<file path="config.mk">
export PLATFORM = sky130hd
export DESIGN_NAME = count_bcd_display
export DESIGN_NICKNAME = d
export VERILOG_FILES = /design/src/rtl/count_bcd_display.sv
export SDC_FILE = /design/constraint.sdc
export NUM_CORES = 1
export LEC_CHECK = 0
export BUFFER_PORTS_ARGS = -buffer_cell sky130_fd_sc_hd__buf_2
export CORE_MARGIN = 2
export CORE_UTILIZATION = 55
export CTS_CLUSTER_DIAMETER = 150
export DETAILED_ROUTE_END_ITERATION = 6
export GPL_ROUTABILITY_DRIVEN = 0
export GPL_TIMING_DRIVEN = 0
export PLACE_DENSITY = 0.81
export RECOVER_POWER = 50
export REMOVE_ABC_BUFFERS = 1
export SETUP_SLACK_MARGIN = 0.2
export SYNTH_ARGS = -nofsm -noshare
export SYNTH_HDL_FRONTEND = slang
export SYNTH_SLANG_ARGS = --single-unit
export TNS_END_PERCENT = 100
</file>
<file path="constraint.sdc">
create_clock -name clk_i -period 3.8 [get_ports clk_i]
set_input_delay 0.57 -clock clk_i [delete_from_list [all_inputs] [get_ports clk_i]]
set_output_delay 0.57 -clock clk_i [all_outputs]
set_load 0.01 [all_outputs]
</file>
<file path="src/rtl/count_bcd_display.sv">
// Binary-to-BCD converter using a one-bit-per-clock double-dabble engine.
// Drives registered BCD digits and active-low seven-segment patterns.
module count_bcd_display #(
  parameter int WIDTH  = 16,
  parameter int DIGITS = 5,
  parameter int BLANK  = 1
) (
  input  logic                  clk_i,
  input  logic                  reset_i,
  input  logic [WIDTH-1:0]      count_i,
  input  logic                  force_i,
  output logic [4*DIGITS-1:0]   bcd_o,
  output logic [7*DIGITS-1:0]   seg_o,
  output logic                  busy_o,
  output logic                  done_o
);

  localparam int CW = $clog2(WIDTH + 1);
  localparam int BW = 4 * DIGITS;
  localparam int SW = 7 * DIGITS;

  typedef enum logic [1:0] {
    S_IDLE,
    S_SHIFT,
    S_DONE
  } state_t;

  state_t          state_q;
  logic [WIDTH-1:0] sh_q;
  logic [WIDTH-1:0] last_q;
  logic [BW-1:0]   scr_q;
  logic [CW-1:0]   cnt_q;
  logic [BW-1:0]   bcd_q;
  logic [SW-1:0]   seg_q;
  logic            busy_q;
  logic            done_q;

  logic [BW-1:0]    adj;
  logic [BW-1:0]    scr_d;
  logic [WIDTH-1:0] sh_d;
  logic [SW-1:0]    seg_d;
  logic             start;

  // Active-low g..a pattern for one decimal digit.
  function automatic logic [6:0] dec7(input logic [3:0] d);
    logic [6:0] p;
    case (d)
      4'd0:    p = 7'b1000000;
      4'd1:    p = 7'b1111001;
      4'd2:    p = 7'b0100100;
      4'd3:    p = 7'b0110000;
      4'd4:    p = 7'b0011001;
      4'd5:    p = 7'b0010010;
      4'd6:    p = 7'b0000010;
      4'd7:    p = 7'b1111000;
      4'd8:    p = 7'b0000000;
      4'd9:    p = 7'b0010000;
      default: p = 7'b1111111;
    endcase
    return p;
  endfunction

  // Display pattern for an all-zero value (units shows "0").
  function automatic logic [SW-1:0] seg_reset();
    logic [SW-1:0] r;
    r = '1;
    for (int k = 0; k < DIGITS; k++) begin
      if (k == 0 || BLANK == 0) begin
        r[7*k +: 7] = 7'b1000000;
      end
    end
    return r;
  endfunction

  assign start = (count_i != last_q) | force_i;

  // Add-3 correction on every scratch digit >= 5, then the joint left shift.
  always_comb begin
    adj = scr_q;
    for (int k = 0; k < DIGITS; k++) begin
      if (scr_q[4*k +: 4] >= 4'd5) begin
        adj[4*k +: 4] = scr_q[4*k +: 4] + 4'd3;
      end
    end
    scr_d = {adj[BW-2:0], sh_q[WIDTH-1]};
    sh_d  = {sh_q[WIDTH-2:0], 1'b0};
  end

  // Segment decode of the finished scratch value with leading-zero blanking.
  always_comb begin
    logic       hi_zero;
    logic [6:0] pat;
    seg_d   = '1;
    hi_zero = 1'b1;
    pat     = 7'b1111111;
    for (int k = DIGITS - 1; k >= 0; k--) begin
      hi_zero = hi_zero & (scr_q[4*k +: 4] == 4'd0);
      pat     = dec7(scr_q[4*k +: 4]);
      if (BLANK != 0 && k != 0 && hi_zero) begin
        pat = 7'b1111111;
      end
      seg_d[7*k +: 7] = pat;
    end
  end

  // Conversion FSM: idle until the count changes or a force arrives,
  // shift WIDTH times, then publish the result for one done cycle.
  always_ff @(posedge clk_i) begin
    if (reset_i) begin
      state_q <= S_IDLE;
      sh_q    <= '0;
      last_q  <= '0;
      scr_q   <= '0;
      cnt_q   <= '0;
      bcd_q   <= '0;
      seg_q   <= seg_reset();
      busy_q  <= 1'b0;
      done_q  <= 1'b0;
    end else begin
      unique case (state_q)
        S_IDLE: begin
          done_q <= 1'b0;
          busy_q <= start;
          if (start) begin
            sh_q    <= count_i;
            last_q  <= count_i;
            scr_q   <= '0;
            cnt_q   <= CW'(WIDTH);
            state_q <= S_SHIFT;
          end
        end
        S_SHIFT: begin
          scr_q <= scr_d;
          sh_q  <= sh_d;
          cnt_q <= cnt_q - CW'(1);
          if (cnt_q == CW'(1)) begin
            state_q <= S_DONE;
          end
        end
        S_DONE: begin
          bcd_q   <= scr_q;
          seg_q   <= seg_d;
          done_q  <= 1'b1;
          state_q <= S_IDLE;
        end
        default: begin
          state_q <= S_IDLE;
        end
      endcase
    end
  end

  assign bcd_o  = bcd_q;
  assign seg_o  = seg_q;
  assign busy_o = busy_q;
  assign done_o = done_q;

endmodule

</file>
==> results of run 1 <==
## where the power goes
group	switching [mW]	internal, mW	total (mW)
Sequential	0.0331	1.55	1.58
Clock	0.621	0.962	1.58
Combinational	0.132	0.0780	0.210
Total	0.786	2.59	3.37
## logic make-up (layout without fill, tap and decap cells)
group	count (synthesis)	in the layout
buffers and inverters	101	148
AND/OR/NAND/NOR	271	271
flip-flops	144	144
AO/OA/AOI/OAI	243	243
XOR/XNOR	21	21
adder cells (fa/ha/maj)	38	38
multiplexers	1	1
## cell type report
| type | count | area [um2] |
|---|---|---|
| Clock inverter | 10 | 114 |
| Fill cell | 1080 | 4350 |
| Timing Repair Buffer | 79 | 409 |
| Clock buffer | 22 | 444 |
| Inverter | 37 | 139 |
| Sequential cell | 144 | 2880 |
| Multi-Input combinational cell | 574 | 3520 |
| Tap cell | 168 | 210 |
## worst register-to-register path, cell delays in order, from the launching register on
cell	delay [ps]
dfxtp_1	910
nand2b_2	550
nor2_1	180
a32oi_1	320
nand2_1	170
inv_1	140
ha_1	160
inv_1	60
o311ai_0	390
o221ai_1	190
## cell usage after synthesis (3+ instances only)
master     number
nor3b_1         9
a31o_2          3
ha_1           38
or2_2           5
a222oi_1       15
nand2_1       127
buf_1           4
nor3_1         22
o2bb2ai_1       3
clkbuf_1       40
a211oi_1        8
nor4_1          3
nor4b_1         3
and2_1          5
inv_1          34
xor2_1         16
a2111oi_0       5
nand2b_1        7
o32ai_1         4
a22oi_1        10
xnor2_1         5
nand3_1         9
buf_2          18
and3_1         10
o21ai_0        51
a211o_1         3
o21ai_1         8
a31oi_1         7
dfxtp_1       144
a32oi_1         4
a21o_1          7
o22ai_1        20
nor2_1         58
a21oi_1        67
o221ai_1        3
## metrics by stage
| stage | instance area, um2 | util, % | power [mW] |
|---|---|---|---|
| finish | 7710 | 64.0 | 3.37 |
| global route | 7710 | 64.0 | 3.49 |
| CTS | 7770 | 64.4 | 3.39 |
| detailed placement | 7210 | 59.8 | 1.82 |
| global placement | 7120 | 59.0 | 1.80 |
| floorplan | 6530 | - | 1.73 |
## layout by cell type, fill, tap and decap left out, types with 4 or more instances in the layout
master,instances
clkbuf_16,17
nand2b_1,6
xor2_1,16
nor3b_1,9
a222oi_1,15
a32oi_1,4
clkbuf_1,62
ha_1,38
o21ai_0,51
a31oi_1,7
nand2_1,127
o32ai_1,4
a211oi_1,8
or2_2,5
o22ai_1,20
and2_1,5
nor2_1,58
buf_2,17
a2111oi_0,5
a22oi_1,10
o21ai_1,8
nand3_1,10
a21oi_1,67
and3_1,10
clkinv_2,4
a21o_1,7
nor3_1,22
dfxtp_1,144
inv_1,33
xnor2_1,5
## layer usage
layer	GRT usage [%]	wire, um	up-vias
met5	0	0	-
met4	10.1	216	0
met3	5.22	718	20
met2	38.7	7400	160
met1	29.6	6800	2767
li1	-	-	2969
## how the worst min path moves through the flow
stage / to / slack (ps) / depth (start not counted)
global placement: seg_o[8] / 420 / 2
global route: last_q[10] / 420 / 3
CTS: last_q[10] / 400 / 3
detailed placement: seg_o[32] / 430 / 2
floorplan: seg_o[10] / 420 / 2
finish: last_q[9] / 410 / 3
==> results by group, run 1 <==
Logic synthesis
  – Largest family of logic cells by synthesized area: compound AO/OA/AOI/OAI gates
  – Mux cell area share after synthesis: less than 1%
  – Xor and xnor fraction of the mapped netlist area: 2.70%
  – Distinct cells, synth: between 60 and 70
  – Post-synth top area share: between 40 and 50%
  – Fraction of the mapped netlist area in compound gates: around a quarter
  – Post-Synth Simple-Gate Area: a little under a fifth
  – Sequential element share of the synthesized area: 42.4%
  – Syn Inst Count: a little over 800
  – Post-synth EDFFs: 0
  – Post-synth ARST share: 0%
  – Yosys warning count: 0
  – Synthesized area: around 7000 um2
  – Adder-cell share of the synthesized area: under 10%
  – Largest cells by area after synthesis: dfxtp_1 42%, nand2_1 7.0%, ha_1 7.0%
  – Post-synth top flop: dfxtp_1
  – Seq cells post-synth: roughly 140
  – Area leader, netlist: dfxtp_1
  – Syn avg cell area: roughly 8.3 um2

Detailed routing
  – Post-DRT Antenna Nets: 0
  – DR vias: a little under 6,000
  – DR WL/cell: 14.6 um
  – Final WL: around 15,000 um
  – Drt drc: 2
  – Starting DRT DRC Count: around 670
  – Number of vias per cell: 5.72
  – Drt pass-1 iters: 7

Place
  – Final HPWL DP: 9610 um
  – Place WS: -29.1 ps
  – Dpl cells: 1,001
  – Port Buf Inserts: 75

Timing
  – Hold_ws: ~410 ps
  – Max-slew headroom: -16.5%
  – Final cycle utilization of the critical path: about 85%
  – Final hold violation count: 0
  – Slew Viols, Final: between 60 and 70
  – Clk_skew: about 6.3 ps
  – Max Clk Rate: 309 MHz
  – Final Setup Violations: 0
  – Worst Tran Pin Value: 1740 ps
  – TNS Setup: 0 ps
  – RSZ-0062 raised after global routing: false
  – Setup ws final: 561 ps
  – Tmin final: ~3200 ps

Worst hold path
  – Worst hold path class: primary input to register
  – Hold wc startpoint: count_i[9]

Setup path
  – CP Depth: 9
  – CP Capture Type: register
  – Crit-path cells: nand2b_2, nor2_1, a32oi_1, nand2_1, inv_1, ha_1, inv_1, o311ai_0, o221ai_1
  – Crit-path most repeated cell: inv_1
  – RR Startpoint: state_q[1]
  – CP top delay family: flip-flops
  – CP Launch Type: register
  – Crit-path max FO: 24
  – Critical path's slowest cell: dfxtp_1
  – CP startpoint: state_q[1]
  – FF-to-FF path depth: 9
  – CP Data Arrival Time: 3520 ps
  – Crit path largest cell delay: between 900 and 1000 ps
  – Critical path type: register to register
  – Worst path bufs/invs: 2
  – Critical Path RT: slightly above 4000 ps
  – FF-to-FF setup slack: between 500 and 600 ps

Clocking
  – H-Tree Depth: 4
  – Resized cells post-CTS: 0
  – CTS Sinks: around 140
  – Clock Tree Root: clkbuf_16
  – Setup bufs post-CTS: 0
  – TritonCTS clock tree: built
  – Later-pin clock latency in the skew report: around 420 ps
  – Hold Buf Count CTS: 0
  – Num CTS Buffers: 17
  – Max clock buf depth: 2
  – CTS clock-pin slew for the worst setup and hold paths: around 60 ps

Floorplan
  – Die span in x: 115 um
  – Core Region: between 10,000 and 15,000 um2
  – Die footprint: 13,300 um2
  – Die height: approximately 120 um
  – Initial Utilization: 56.4%
  – Row count: 40
  – Num ports: between 70 and 80

Power and ir drop
  – P_leak: just over 3 nW
  – VDD IR max: 0.292 mV
  – Cell Pwr Density: ~440 nW/um2

Global routing
  – Tot GR Track Use: approximately a quarter
  – Total grt overflow: 0
  – Initial antenna violation count: 0
  – First-pass GRT wire length: between 20,000 and 30,000 um
  – Vias in the first global route: approximately 5,400
  – Largest net degree at the start of global routing: 86

Run status
  – Failing checks: DRC, capacitance limit, slew limit
  – Outcome: finished, violations left

Cells and area
  – Final nets: between 900 and 1,000
  – Share of layout cells above drive strength 1: under 10%
  – Inserted Diodes: 0
  – Area growth syn-to-layout: 13.4%
  – Final Non-Filler Cells: a little over 1,000

Run
  – MaxCap Viol Count: 2
Note: power is estimated with default switching activity, not from simulation.
==> inputs of run 2 (changes only) <==
--- a/config.mk
+++ b/config.mk
@@ -14,7 +14,6 @@
 export GPL_TIMING_DRIVEN = 0
 export PLACE_DENSITY = 0.81
 export RECOVER_POWER = 50
-export REMOVE_ABC_BUFFERS = 1
 export SETUP_SLACK_MARGIN = 0.2
 export SYNTH_ARGS = -nofsm -noshare
 export SYNTH_HDL_FRONTEND = slang
==> run 2 against run 1 <==
  * Register-to-register slack got worse by 30 ps
  * Clock skew up 5.0 ps
  * Routed wire length is 16% higher
  * Highest routed layer unchanged
  * The flow now finishes without violations
  * Sequential power about the same
  * Non-clock buffer count increased by 59
  * Clock-buffer cell count down 2
  * Total power grew 1.4%
  * Clock power increased by 3%
==> results by group, run 2 (synthesis results as in run 1) <==
Setup path
  – CP top delay family: simple AND/OR/NAND/NOR gates
  – Crit-path max FO: 10 (-58%)
  – Crit-path cells: xor2_1, nor4_1, and4_1, clkbuf_1, clkbuf_1, and3_1, or2_2, inv_1, ha_1, a21bo_1, a21oi_1
  – Worst path bufs/invs: 3 (+1)
  – FF-to-FF setup slack: 530 ps (-30 ps)
  – FF-to-FF path depth: 11 (+2)
  – Critical path's slowest cell: nor4_1
  – CP Data Arrival Time: 3610 ps (+90 ps)
  – Critical Path RT: 4150 ps (+70 ps)
  – CP Launch Type: register
  – Critical path type: register to register
  – Crit path largest cell delay: 520 ps (-390 ps)
  – CP Depth: 11 (+2)
  – Crit-path most repeated cell: clkbuf_1
  – CP Capture Type: register

Global routing
  – Total grt overflow: 0 (unchanged)
  – Largest net degree at the start of global routing: 17 (-80%)
  – Initial antenna violation count: 0 (unchanged)
  – Tot GR Track Use: 27.5% (+4.0 points)
  – First-pass GRT wire length: 28,600 um (+14%)
  – Vias in the first global route: 5,829 (+8.0%)

Run status
  – Outcome: finished clean

Detailed routing
  – Starting DRT DRC Count: 692 (+3.4%)
  – Final WL: 17,600 um (+16%)
  – DR vias: 6,244 (+5.5%)
  – Drt drc: 0 (-2)
  – DR WL/cell: 16.1 um (+9.8%)
  – Drt pass-1 iters: 6 (-1)
  – Post-DRT Antenna Nets: 0 (unchanged)
  – Number of vias per cell: 5.72 (about the same)

Power and ir drop
  – Total power: 3.42 mW (+1.4%)
  – Net Sw Frac: 23.6% (+0.33 points)
  – VDD IR max: 0.331 mV (+13%)
  – P_leak: 3.18 nW (+2.3%)
  – Cell Pwr Density: 435 nW/um2 (-0.48%)
  – Internal power: 2.61 mW (+0.93%)
  – Sequential group share of total power: 46.0% (-0.8 points)
  – P_sw: 0.808 mW (+2.8%)
  – Clock group share of total power: 47.3% (+0.4 points)
  – Combinational Power Share: 6.7% (+0.5 points)

Timing
  – Setup ws final: 534 ps (-27.0 ps)
  – Clk_skew: 11.3 ps (+5.00 ps)
  – Tmin final: 3270 ps (+27.0 ps)
  – Final Setup Violations: 0 (unchanged)
  – TNS Setup: 0 ps (unchanged)
  – Worst Tran Pin Value: 763 ps (-980 ps)
  – Slew Viols, Final: 0 (-100%)
  – Max Clk Rate: 306 MHz (-0.83%)
  – RSZ-0062 raised after global routing: false
  – Max-slew headroom: 48.6% (+65 points)
  – Final cycle utilization of the critical path: 85.9% (+0.71 points)
  – Final hold violation count: 0 (unchanged)

Place
  – Final HPWL DP: 12,200 um (+27%)
  – Dpl cells: 1,061 (+6.0%)
  – Port Buf Inserts: 74 (-1.3%)
  – Placed cell areas: 7380 um2 (+2.4%)
  – Place WS: 493 ps (+522 ps)

Clocking
  – Setup bufs post-CTS: 0 (unchanged)
  – Hold Buf Count CTS: 0 (unchanged)
  – H-Tree Depth: 4 (unchanged)
  – Resized cells post-CTS: 0 (unchanged)
  – Later-pin clock latency in the skew report: 430 ps (about the same)
  – Clock Tree Root: clkbuf_16
  – CTS clock-pin slew for the worst setup and hold paths: 60 ps (about the same)
  – Num CTS Buffers: 17 (unchanged)
  – TritonCTS clock tree: built
  – CTS Sinks: 144 (unchanged)
  – Max clock buf depth: 2 (unchanged)

Cells and area
  – Final Cell Area: 7860 um2 (+1.9%)
  – Area of the multi-input gates: 3500 um2 (-0.53%)
  – Most frequent cells in the layout: 144 x dfxtp_1, 127 x nand2_1, 110 x clkbuf_1
  – Final nets: 969 (+6.5%)
  – Area growth syn-to-layout: 15.5%
  – Final Non-Filler Cells: 1,092 (+5.6%)
  – Inserted Diodes: 0 (unchanged)
  – Register area: 2880 um2 (unchanged)
  – Leading cell type in the layout, fill and taps excluded: dfxtp_1
  – Number of fill cells: 1,071 (-0.83%)
  – Share of layout cells above drive strength 1: 7.36% (-0.15 points)

Worst hold path
  – Hold Path Cell Cnt: 3 (unchanged)
  – Worst hold path class: primary input to register

Floorplan
  – Initial Utilization: 56.4% (unchanged)
  – Core Region: 12,100 um2 (unchanged)
  – Die height: 115 um (unchanged)
  – Die footprint: 13,300 um2 (unchanged)
  – Die span in x: 115 um (unchanged)
  – Num ports: 76 (unchanged)
  – Row count: 40 (unchanged)

Run
  – MaxCap Viol Count: 0 (-2)

Logic synthesis
  – Post-synth net total: around 880
==> run 2: cell types whose count changed in the layout (fill, tap and decap cells not counted), sizes merged <==
cell    previous run  this run
clkbuf            79       129
inv               34        35
buf               22        29
==> run 2: metal layers <==
| metal | share of wire, % | track usage [%] |
|---|---|---|
| met5 | 0 | 0 |
| met3 | 7.3 | 7.17 |
| met4 | 1.8 | 10.8 |
| met1 | 43 | 34.5 |
| met2 | 48 | 45.1 |
==> run 2: final timing paths <==
path | to | startpoint
hold / removal | last_q[3] | count_i[3]
setup reg to reg | register | last_q[5]
setup / recovery | register | last_q[5]
hold reg to reg | seg_o[33] | register
==> run 2: layout make-up <==
| type | count | share of cell area, % |
|---|---|---|
| plain buffers | 64 | 3.30 |
| clock buffers | 20 | 5.81 |
| clock inverters | 11 | 1.46 |
| inverters | 37 | 1.77 |
| multi-input cells | 574 | 44.5 |
| flip-flops and latches | 144 | 36.7 |
| well taps | 168 | 2.67 |
| repair buffers | 74 | 3.81 |
==> run 2: metrics by stage <==
step | hold slack, ps | utilization, %
3_3_place_gp | 421 | 61.2
6_report | 412 | 65.2
3_5_place_dp | 427 | 61.2
5_1_grt | 414 | 65.2
4_1_cts | 399 | 66.0
2_1_floorplan | 418 | -
==> run 2: power by group through the flow <==
stage | registers, mW | clock network (mW) | logic (mW)
6_report | 1.57 | 1.62 | 0.229
2_1_floorplan | 1.60 | 0 | 0.154
4_1_cts | 1.57 | 1.63 | 0.229
3_3_place_gp | 1.61 | 0 | 0.222
5_1_grt | 1.58 | 1.70 | 0.255
3_5_place_dp | 1.61 | 0 | 0.227
==> run 2: tightest hold or removal path: cells and delay by family <==
family,cells,cell delay [ps]
compound gates,1,50
buf+inv,1,120
simple gates,1,50
==> inputs of run 3 (changes only) <==
--- a/config.mk
+++ b/config.mk
@@ -7,12 +7,12 @@
 export LEC_CHECK = 0
 export BUFFER_PORTS_ARGS = -buffer_cell sky130_fd_sc_hd__buf_2
 export CORE_MARGIN = 2
-export CORE_UTILIZATION = 55
+export CORE_UTILIZATION = 30
 export CTS_CLUSTER_DIAMETER = 150
 export DETAILED_ROUTE_END_ITERATION = 6
 export GPL_ROUTABILITY_DRIVEN = 0
 export GPL_TIMING_DRIVEN = 0
-export PLACE_DENSITY = 0.81
+export PLACE_DENSITY = 0.51
 export RECOVER_POWER = 50
 export SETUP_SLACK_MARGIN = 0.2
 export SYNTH_ARGS = -nofsm -noshare
==> run 3 against run 2 <==
  * Clock skew down 1.9 ps
  * Die area up 80%
  * Largest power group unchanged
  * Clock-buffer cell count up 2
  * Combinational power up 2%
  * Sequential power about the same
  * Critical path type unchanged
==> results by group, run 3 (synthesis results as in run 1) <==
Setup path
  – FF-to-FF setup slack: 620 ps (+80 ps)
  – CP startpoint: state_q[1]
  – Crit-path max FO: 10 (unchanged)
  – CP Launch Type: register
  – CP Data Arrival Time: 3490 ps (-120 ps)
  – FF-to-FF path depth: 10 (-1)
  – CP Capture Type: register
  – Critical Path RT: 4110 ps (-40 ps)
  – Critical path type: register to register
  – RR Startpoint: state_q[1]

Clocking
  – Num CTS Buffers: 17 (unchanged)
  – Hold Buf Count CTS: 0 (unchanged)
  – Setup bufs post-CTS: 0 (unchanged)
  – Later-pin clock latency in the skew report: 430 ps (about the same)
  – TritonCTS clock tree: built
  – H-Tree Depth: 4 (unchanged)
  – CTS clock-pin slew for the worst setup and hold paths: 60 ps (about the same)
  – Max clock buf depth: 2 (unchanged)
  – Clock Tree Root: clkbuf_16
  – Resized cells post-CTS: 0 (unchanged)
  – CTS Sinks: 144 (unchanged)

Worst hold path
  – Worst hold path class: primary input to register
  – Hold wc startpoint: count_i[2]
  – Hold Path Cell Cnt: 3 (unchanged)
  – Hold Path End: last_q[2]

Floorplan
  – Die footprint: 23,900 um2 (+80%)
  – Num ports: 76 (unchanged)
  – Core Region: 22,400 um2 (+86%)
  – Row count: 55 (+38%)
  – Die span in x: 155 um (+34%)
  – Initial Utilization: 30.3% (-26 points)
  – Die height: 155 um (+34%)

Cells and area
  – Final nets: 969 (unchanged)
  – Number of fill cells: 2,446 (+130%)
  – Area growth syn-to-layout: 17.8%
  – Share of layout cells above drive strength 1: 7.57% (+0.21 points)
  – Leading cell type in the layout, fill and taps excluded: dfxtp_1
  – Inserted Diodes: 0 (unchanged)
  – Most frequent cells in the layout: 144 x dfxtp_1, 127 x nand2_1, 111 x clkbuf_1
  – Final core utilization: 35.7% (-29 points)

Detailed routing
  – Drt drc: 0 (unchanged)
  – Final WL: 20,000 um (+14%)
  – DR vias: 6,232 (-0.19%)
  – DR WL/cell: 16.5 um (+2.9%)
  – Drt pass-1 iters: 5 (-1)
  – Starting DRT DRC Count: 406 (-41%)
  – Number of vias per cell: 5.15 (-9.9%)
  – Post-DRT Antenna Nets: 0 (unchanged)

Global routing
  – Total grt overflow: 0 (unchanged)
  – First-pass GRT wire length: 31,900 um (+12%)
  – Tot GR Track Use: 17.0% (-10 points)
  – Largest net degree at the start of global routing: 17 (unchanged)
  – Vias in the first global route: 6,071 (+4.2%)
  – Initial antenna violation count: 0 (unchanged)

Timing
  – Final cycle utilization of the critical path: 83.7% (-2.2 points)
  – Worst Tran Pin Value: 837 ps (+74.6 ps)
  – Tmin final: 3180 ps (-84.5 ps)
  – Final hold violation count: 0 (unchanged)
  – Final Setup Violations: 0 (unchanged)
  – RSZ-0062 raised after global routing: false
  – Slew Viols, Final: 0 (unchanged)
  – Clk_skew: 9.46 ps (-1.87 ps)
  – Max-slew headroom: 43.6% (-5.0 points)
  – Max Clk Rate: 314 MHz (+2.7%)
  – TNS Setup: 0 ps (unchanged)

Run
  – MaxCap Viol Count: 0 (unchanged)

Place
  – Final HPWL DP: 14,300 um (+18%)
  – Port Buf Inserts: 74 (unchanged)

Logic synthesis
  – Post-synth net total: 876 (unchanged)

Power and ir drop
  – P_leak: 3.17 nW (-0.22%)
  – Cell Pwr Density: 431 nW/um2 (-0.98%)
  – VDD IR max: 0.269 mV (-19%)

Run status
  – Outcome: finished clean
-- run 3: power breakdown --
part	total [mW]	leakage (nW)	internal, mW	switching (mW)
registers	1.57	1.17	1.55	0.0274
clock network	1.65	0.276	0.996	0.651
logic	0.234	1.72	0.0751	0.159
total	3.46	3.17	2.62	0.837
-- run 3: final cells by class --
cell class | count | area (um2) | area share (%)
clock inverters | 10 | 111 | 1.39
flip-flops and latches | 144 | 2880 | 36.0
repair buffers | 74 | 299 | 3.73
well taps | 285 | 357 | 4.45
multi-input cells | 574 | 3500 | 43.7
clock buffers | 22 | 464 | 5.79
inverters | 37 | 139 | 1.73
plain buffers | 64 | 263 | 3.28
-- run 3: worst max-delay path by stage --
stage | endpoint | slack (ps) | cells past startpoint
after floorplan | register | 1180 | 10
final | register | 620 | 10
after detailed placement | register | 530 | 11
after global routing | register | 370 | 10
after global placement | register | 490 | 11
after CTS | register | 740 | 10
-- run 3: routing by layer --
metal	global-route usage [%]	part of all wire, %	vias to the layer above
li1	-	-	3095
met1	21.5	47	2978
met2	28.1	47	132
met3	3.67	4.1	27
met4	7.19	2.6	0
met5	0	0	-
-- run 3: stage by stage --
step	total power [mW]	hold slack [ps]	worst slack (ps)	instances	area, um2
finish	3.46	408	619	1210	8020
global route	3.59	414	374	1210	8020
CTS	3.49	396	744	1210	8110
detailed placement	1.84	432	527	1178	7530
global placement	1.84	426	495	1178	7530
floorplan	1.75	418	1180	819	6800
-- run 3: critical path, cell delays in order (launching register included) --
cell	delay [ps]
dfxtp_1	480
nand2b_1	280
buf_2	280
buf_2	280
o21ai_0	270
o21ai_0	560
inv_1	130
ha_1	250
a311o_1	270
a21oi_1	160
o31ai_1	110
